--- src/rtl/regfile.sv ---
// regfile: two-read/one-write register file with x0 hardwired to zero and same-cycle write bypass
module regfile #(
   parameter int DATA_W   = 32,
   parameter int ADDR_W   = 5,
   parameter int NUM_REGS = 32
) (
   input  logic              clk,
   input  logic              rst_n,
   input  logic              we,
   input  logic [ADDR_W-1:0] reg_waddr,
   input  logic [DATA_W-1:0] reg_wdata,
   input  logic              re1,
   input  logic [ADDR_W-1:0] reg_addr1,
   output logic [DATA_W-1:0] reg_data1,
   input  logic              re2,
   input  logic [ADDR_W-1:0] reg_addr2,
   output logic [DATA_W-1:0] reg_data2
);

   logic [DATA_W-1:0] mem_q [NUM_REGS];
   logic [DATA_W-1:0] mem_d [NUM_REGS];

   // next array contents: a write to any index but x0 lands on the next edge
   always_comb begin
      mem_d = mem_q;
      if (we && reg_waddr != '0) mem_d[reg_waddr] = reg_wdata;
   end

   // storage; reset clears every entry and discards any write pending on that edge
   always_ff @(posedge clk or negedge rst_n) begin
      if (!rst_n) mem_q <= '{default: '0};
      else        mem_q <= mem_d;
   end

   // read ports: reset, disable and x0 force zero; a matching write is forwarded before the array
   always_comb begin
      reg_data1 = (!rst_n || !re1 || reg_addr1 == '0) ? '0 :
                  (we && reg_waddr == reg_addr1)      ? reg_wdata : mem_q[reg_addr1];
      reg_data2 = (!rst_n || !re2 || reg_addr2 == '0) ? '0 :
                  (we && reg_waddr == reg_addr2)      ? reg_wdata : mem_q[reg_addr2];
   end

endmodule

--- config.mk ---
export PLATFORM = sky130hd
export DESIGN_NAME = regfile
export DESIGN_NICKNAME = d
export VERILOG_FILES = /design/src/rtl/regfile.sv
export SDC_FILE = /design/constraint.sdc
export NUM_CORES = 2
export LEC_CHECK = 0
export CELL_PAD_IN_SITES_DETAIL_PLACEMENT = 1
export CELL_PAD_IN_SITES_GLOBAL_PLACEMENT = 1
export CORE_UTILIZATION = 49
export DETAILED_ROUTE_END_ITERATION = 12
export PLACE_DENSITY = 0.77
export SLEW_MARGIN = 15
export SYNTH_ARGS = -nofsm -noshare
export SYNTH_HDL_FRONTEND = slang
export SYNTH_SLANG_ARGS = --single-unit
--- constraint.sdc ---
create_clock -name clk -period 3.1 [get_ports clk]
set_input_delay 0.775 -clock clk [delete_from_list [all_inputs] [get_ports clk]]
set_output_delay 0.775 -clock clk [all_outputs]
set_load 0.005 [all_outputs]
======== Yosys cells after proc, flatten, opt, wreduce, memory -nomap -nowiden ========
Index checks and enable logic that the tools add are counted.
cells by class
  reductions and logical operators ........ 14
  equal/unequal tests ..................... 2
  multiplexer cells ....................... 13
  order comparisons ....................... 4
  bitwise gates (word level) .............. 3
operator list
  operator              number
  $bwmux W1024          1
  $bmux W32 S5          2
  $mux W32              9
  $demux W32 S5         1
  $ge A6 B6 Y1 const B  3
  $not A5 Y6            3
  $eq A5 B5 Y1          2
  $logic_not A5 Y1      2
  $lt A6 B1 Y1 const B  1
  $reduce_bool A5 Y1    1
  $logic_and A1 B1 Y1   4
  $logic_or A1 B1 Y1    4
  $logic_not A1 Y1      3
storage, ports and cells
  register bits after elaboration ......... 1024
  output and inout bits ................... 64
  logic and storage cells ................. 68

======== Longest topological paths before layout ========
  depth after elaboration ................. 6
  depth in mapped cells ................... 9

======== Least setup slack after synthesis ========
Ideal clock, no wire load.
  path type ............................... in2out
  start point ............................. input port reg_addr2[1]
  end point ............................... output port reg_data2[10]
  path buffers ............................ 4
  arrival ................................. 2455 ps
  path slack .............................. -130 ps
  stages .................................. 7
  path through ............................ buf_2 > buf_2 > buf_2 > clkbuf_1 > mux4_2 > a221oi_1 > o221ai_1
between the ends
  word-level cells in the longest chain between the ends .. 6
  elaborated cells on any way between the ends .. 10
  those cells by class .................... eq/ne (1); mux (5); bitwise (1); reduce/logical (3)
RTL lines
  what                                          line  text
  start: declaration                            16    input logic [ADDR_W-1:0] reg_addr2,
  $not A5 Y6 (implied by the code)              40    (we && reg_waddr == reg_addr2) ? reg_wdata : mem_q[reg_addr2];
  $bmux W32 S5                                  40
  $mux W32 (implied by the code) (2 in series)  40
  $mux W32                                      40
  $mux W32 (*)                                  39    reg_data2 = (!rst_n || !re2 || reg_addr2 == '0) ? '0 :
  end: declaration                              17    output logic [DATA_W-1:0] reg_data2
Mark *: on every way between the ends. The rest lies on a longest branch, timed or not. The select of a mux whose other input is x is not followed.

======== Final worst setup path ========
  start point ............................. input port reg_addr1[2]
  end point ............................... output port reg_data1[28]
between the ends
  word-level cells in the longest chain between the ends .. 6
  elaborated cells on any way between the ends .. 10
  those cells by class .................... eq/ne (1); mux (5); bitwise (1); reduce/logical (3)
RTL lines
  what                                          line  text
  start: declaration                            13    input logic [ADDR_W-1:0] reg_addr1,
  $not A5 Y6 (implied by the code)              38    (we && reg_waddr == reg_addr1) ? reg_wdata : mem_q[reg_addr1];
  $bmux W32 S5                                  38
  $mux W32 (implied by the code) (2 in series)  38
  $mux W32                                      38
  $mux W32 (*)                                  37    reg_data1 = (!rst_n || !re1 || reg_addr1 == '0) ? '0 :
  end: declaration                              14    output logic [DATA_W-1:0] reg_data1,
Marks and branches as above.

==> summary.txt <==
Floorplan
  – Rows: 123
  – Die X: 341 µm
  – Die H: 341 µm
  – Initial Util: 49.6%
  – Top Ports: 116
  – Core Box Area: 113,000 µm²
  – Die footprint: 116,000 µm²

Placement
  – GP Congestion: 0.898
  – DP Area: 63,100 µm²
  – Detailed Place HPWL: 134 mm
  – DP Worst Slack: -1.55 ns
  – Placed cells: 5,522
  – IO Port Bufs: 115

Synth
  – Ranking of synthesized cells by area: dfrtp_1, mux2_2, mux4_2, mux2i_1, o221ai_1
  – Post-synthesis cell count: 3,823
  – Yosys reg bits: 1,024
  – Yosys top cell area share: 45.6%
  – Syn Nets: 3,875
  – Yosys cell types: 50
  – Post-synthesis sequential area ratio: 45.6%
  – Post-synthesis cell area: 56,100 µm²
  – Yosys synthesis warning count: 0
  – Mean Syn Cell Area: 14.7 µm²
  – Post-synth top area cell: dfrtp_1

Detailed routing
  – Antenna viol nets, final: 0
  – Via density: 8.22
  – # DRC: 0
  – Routed wire per std cell: 53.1 µm
  – Pre-antenna DRT Iters: 8
  – Vias: 49,400
  – Starting DRC count in detailed routing: 6,968
  – Total Wirelength: 319 mm

Timing
  – PnR worst setup slack: -0.793 ns
  – RSZ-0062 raised after global routing: yes
  – Final hold vios: 0
  – Final Max Tran Viols: 0
  – FMAX: 257 MHz
  – Final critical-path share of the clock period: 126%
  – Worst slew pin tran: 1.14 ns
  – Slew headroom: 24.3%
  – Final setup skew: 0 ns
  – Setup violations, final: 64
  – Period minus WS final: 3.89 ns

Worst setup path
  – Slowest cell on crit path: or3b_4
  – Crit start category: input port
  – Cells along the critical path: buf_12 -> or3b_4 -> buf_8 -> buf_16 -> buf_12 -> buf_4 -> buf_4 -> o22ai_4 -> o32ai_1 -> o41ai_2 -> buf_2
  – Critical path fanouts, max: 7
  – Crit-path leading delay family: buffers and inverters
  – Kind of critical path: input port to primary output
  – CP Capture Type: primary output
  – RR Endpoint: mem_q[529]
  – FF-to-FF path depth: 3
  – Crit path launch: reg_addr1[2]
  – Worst Path Buf+Inv: 7
  – Internal reg-to-reg setup slack: 2.00 ns
  – CP peak stage delay: 0.46 ns
  – WP data arrival: 3.12 ns
  – Worst Path Required: 2.32 ns
  – Worst r2r src: mem_q[529]

Layout
  – Final nets: 4,452
  – Biggest regs: mem_q: 1024 flops
  – Max reg flops: 1,024
  – Design area: 75,900 µm²
  – Most flop-heavy register: mem_q
  – Layout area overhead: 35.2%
  – Final Util: 67.1%
  – Most frequent cells in the layout: dfrtp_1, mux2_2, buf_4
  – Layout cells sized above 1: 66.7%
  – Final cell count without fillers: 6,009
  – Layout fillers: 9,480
  – Commonest non-fill, non-tap cell in the layout: dfrtp_1

Clocking
  – Max H-tree Level: 3
  – CTS sink count: 1,024
  – Clock Path Buffers: 3
  – Clock-pin slew on the worst setup and hold paths: 0.08 ns
  – CTS tree: done
  – Cts bufs inserted: 112
  – CTS Hold Buffers Added: 0
  – Worst skew pair latency: 0.75 ns
  – Root buf cell: clkbuf_16

Power
  – Pwr Total: 47.0 mW
  – VDD IR max: 0.606 mV
  – Pwr Density: 619 nW/µm²
  – Leak pwr: 32.1 nW

GRT
  – Vias in the first global route: 51,400
  – GRT Total Usage: 49.2%
  – First-pass GRT wire length: 404 mm
  – GR Overflow Total: 0
  – Pin count of the biggest net entering global routing: 184
  – Initial antenna violation count: 19

Status
  – Status: finished, violations left
  – Failing checks: negative setup slack

Run
  – MaxCap Viol Count: 0

Worst hold path
  – Hold Crit Class: input port to async pin
[synthesized netlist by cell type, drive strengths merged]
| cell | number |
|---|---|
| a2111oi | 64 |
| a211o | 1 |
| a211oi | 6 |
| a21bo | 1 |
| a21oi | 1 |
| a221oi | 25 |
| a22o | 25 |
| a22oi | 12 |
| and2 | 3 |
| and3 | 8 |
| and4 | 1 |
| buf | 210 |
| clkbuf | 252 |
| dfrtp | 1024 |
| inv | 3 |
| mux2 | 1017 |
| mux2i | 300 |
| mux4 | 387 |
| nand2 | 24 |
| nand3 | 2 |
| nand3b | 5 |
| nand4 | 65 |
| nor2 | 20 |
| nor2b | 72 |
| nor3 | 3 |
| nor3b | 7 |
| nor4 | 2 |
| o211ai | 2 |
| o21ai | 1 |
| o221ai | 119 |
| o22a | 1 |
| o22ai | 70 |
| o311a | 1 |
| o32ai | 31 |
| o41ai | 39 |
| or2 | 4 |
| or3 | 2 |
| or3b | 3 |
| xnor2 | 6 |
| xor2 | 4 |
[layer usage]
layer  global-route usage, %  vias to the layer above  share of wire (%)
li1                        -                    16300                  -
met1                    54.8                    24700                 30
met2                    71.6                     5523                 42
met3                    19.7                     2811                 15
met4                    46.2                       26                 13
met5                   0.531                        -               0.16
[how the worst max path moves through the flow]
stage	to	slack, ns	cells after the start
2_1_floorplan	reg_data1[17]	-0.10	6
6_report	reg_data1[28]	-0.79	11
4_1_cts	reg_data1[31]	-0.50	10
3_3_place_gp	reg_data2[8]	-1.53	7
3_5_place_dp	reg_data2[8]	-1.55	7
5_1_grt	reg_data1[7]	-0.81	10
[kinds of logic after synthesis]
group	count (synthesis)	synth area share, %
compound gates	399	6.67
simple gates	221	2.30
flops	1024	45.6
xor+xnor	10	0.156
mux	1704	41.3
buf+inv	465	3.97
[report_power, final]
group	switching (mW)	internal, mW	total, mW
Sequential	3.22	15.9	19.1
Combinational	6.53	6.42	12.9
Clock	6.86	8.10	15.0
[cell type report]
cell class	instances	area (µm²)	area share, %
Multi-Input combinational cell	2334	33400	44.0
Timing Repair Buffer	925	11200	14.7
Clock inverter	36	478	0.630
Clock buffer	170	3300	4.35
Inverter	3	11.3	0.0148
Tap cell	1500	1880	2.47
Antenna cell	17	42.5	0.0560
Sequential cell	1024	25600	33.8
[worst reg2reg max path: cells and delay by family, from the launching register on]
family / cells / cell delay, ns
muxes: 1 / 0.25
buffers and inverters: 2 / 0.31
DFF: 1 / 0.44
[repair_timing]
item,in CTS,in global routing
setup buffers,200,80
pin swaps,178,141
endpoints found under the setup margin,64,64
resized for setup,1060,309
cloned,28,7
[stage by stage]
stage / hold WS, ns / TNS (ns)
floorplan: 0.441 / -2.09
global placement: 0.376 / -92.69
detailed placement: 0.384 / -119.54
CTS: 0.128 / -21.46
global route: 0.0877 / -32.40
finish: 0.116 / -34.42
No activity file was read; power rests on OpenSTA's default activity.
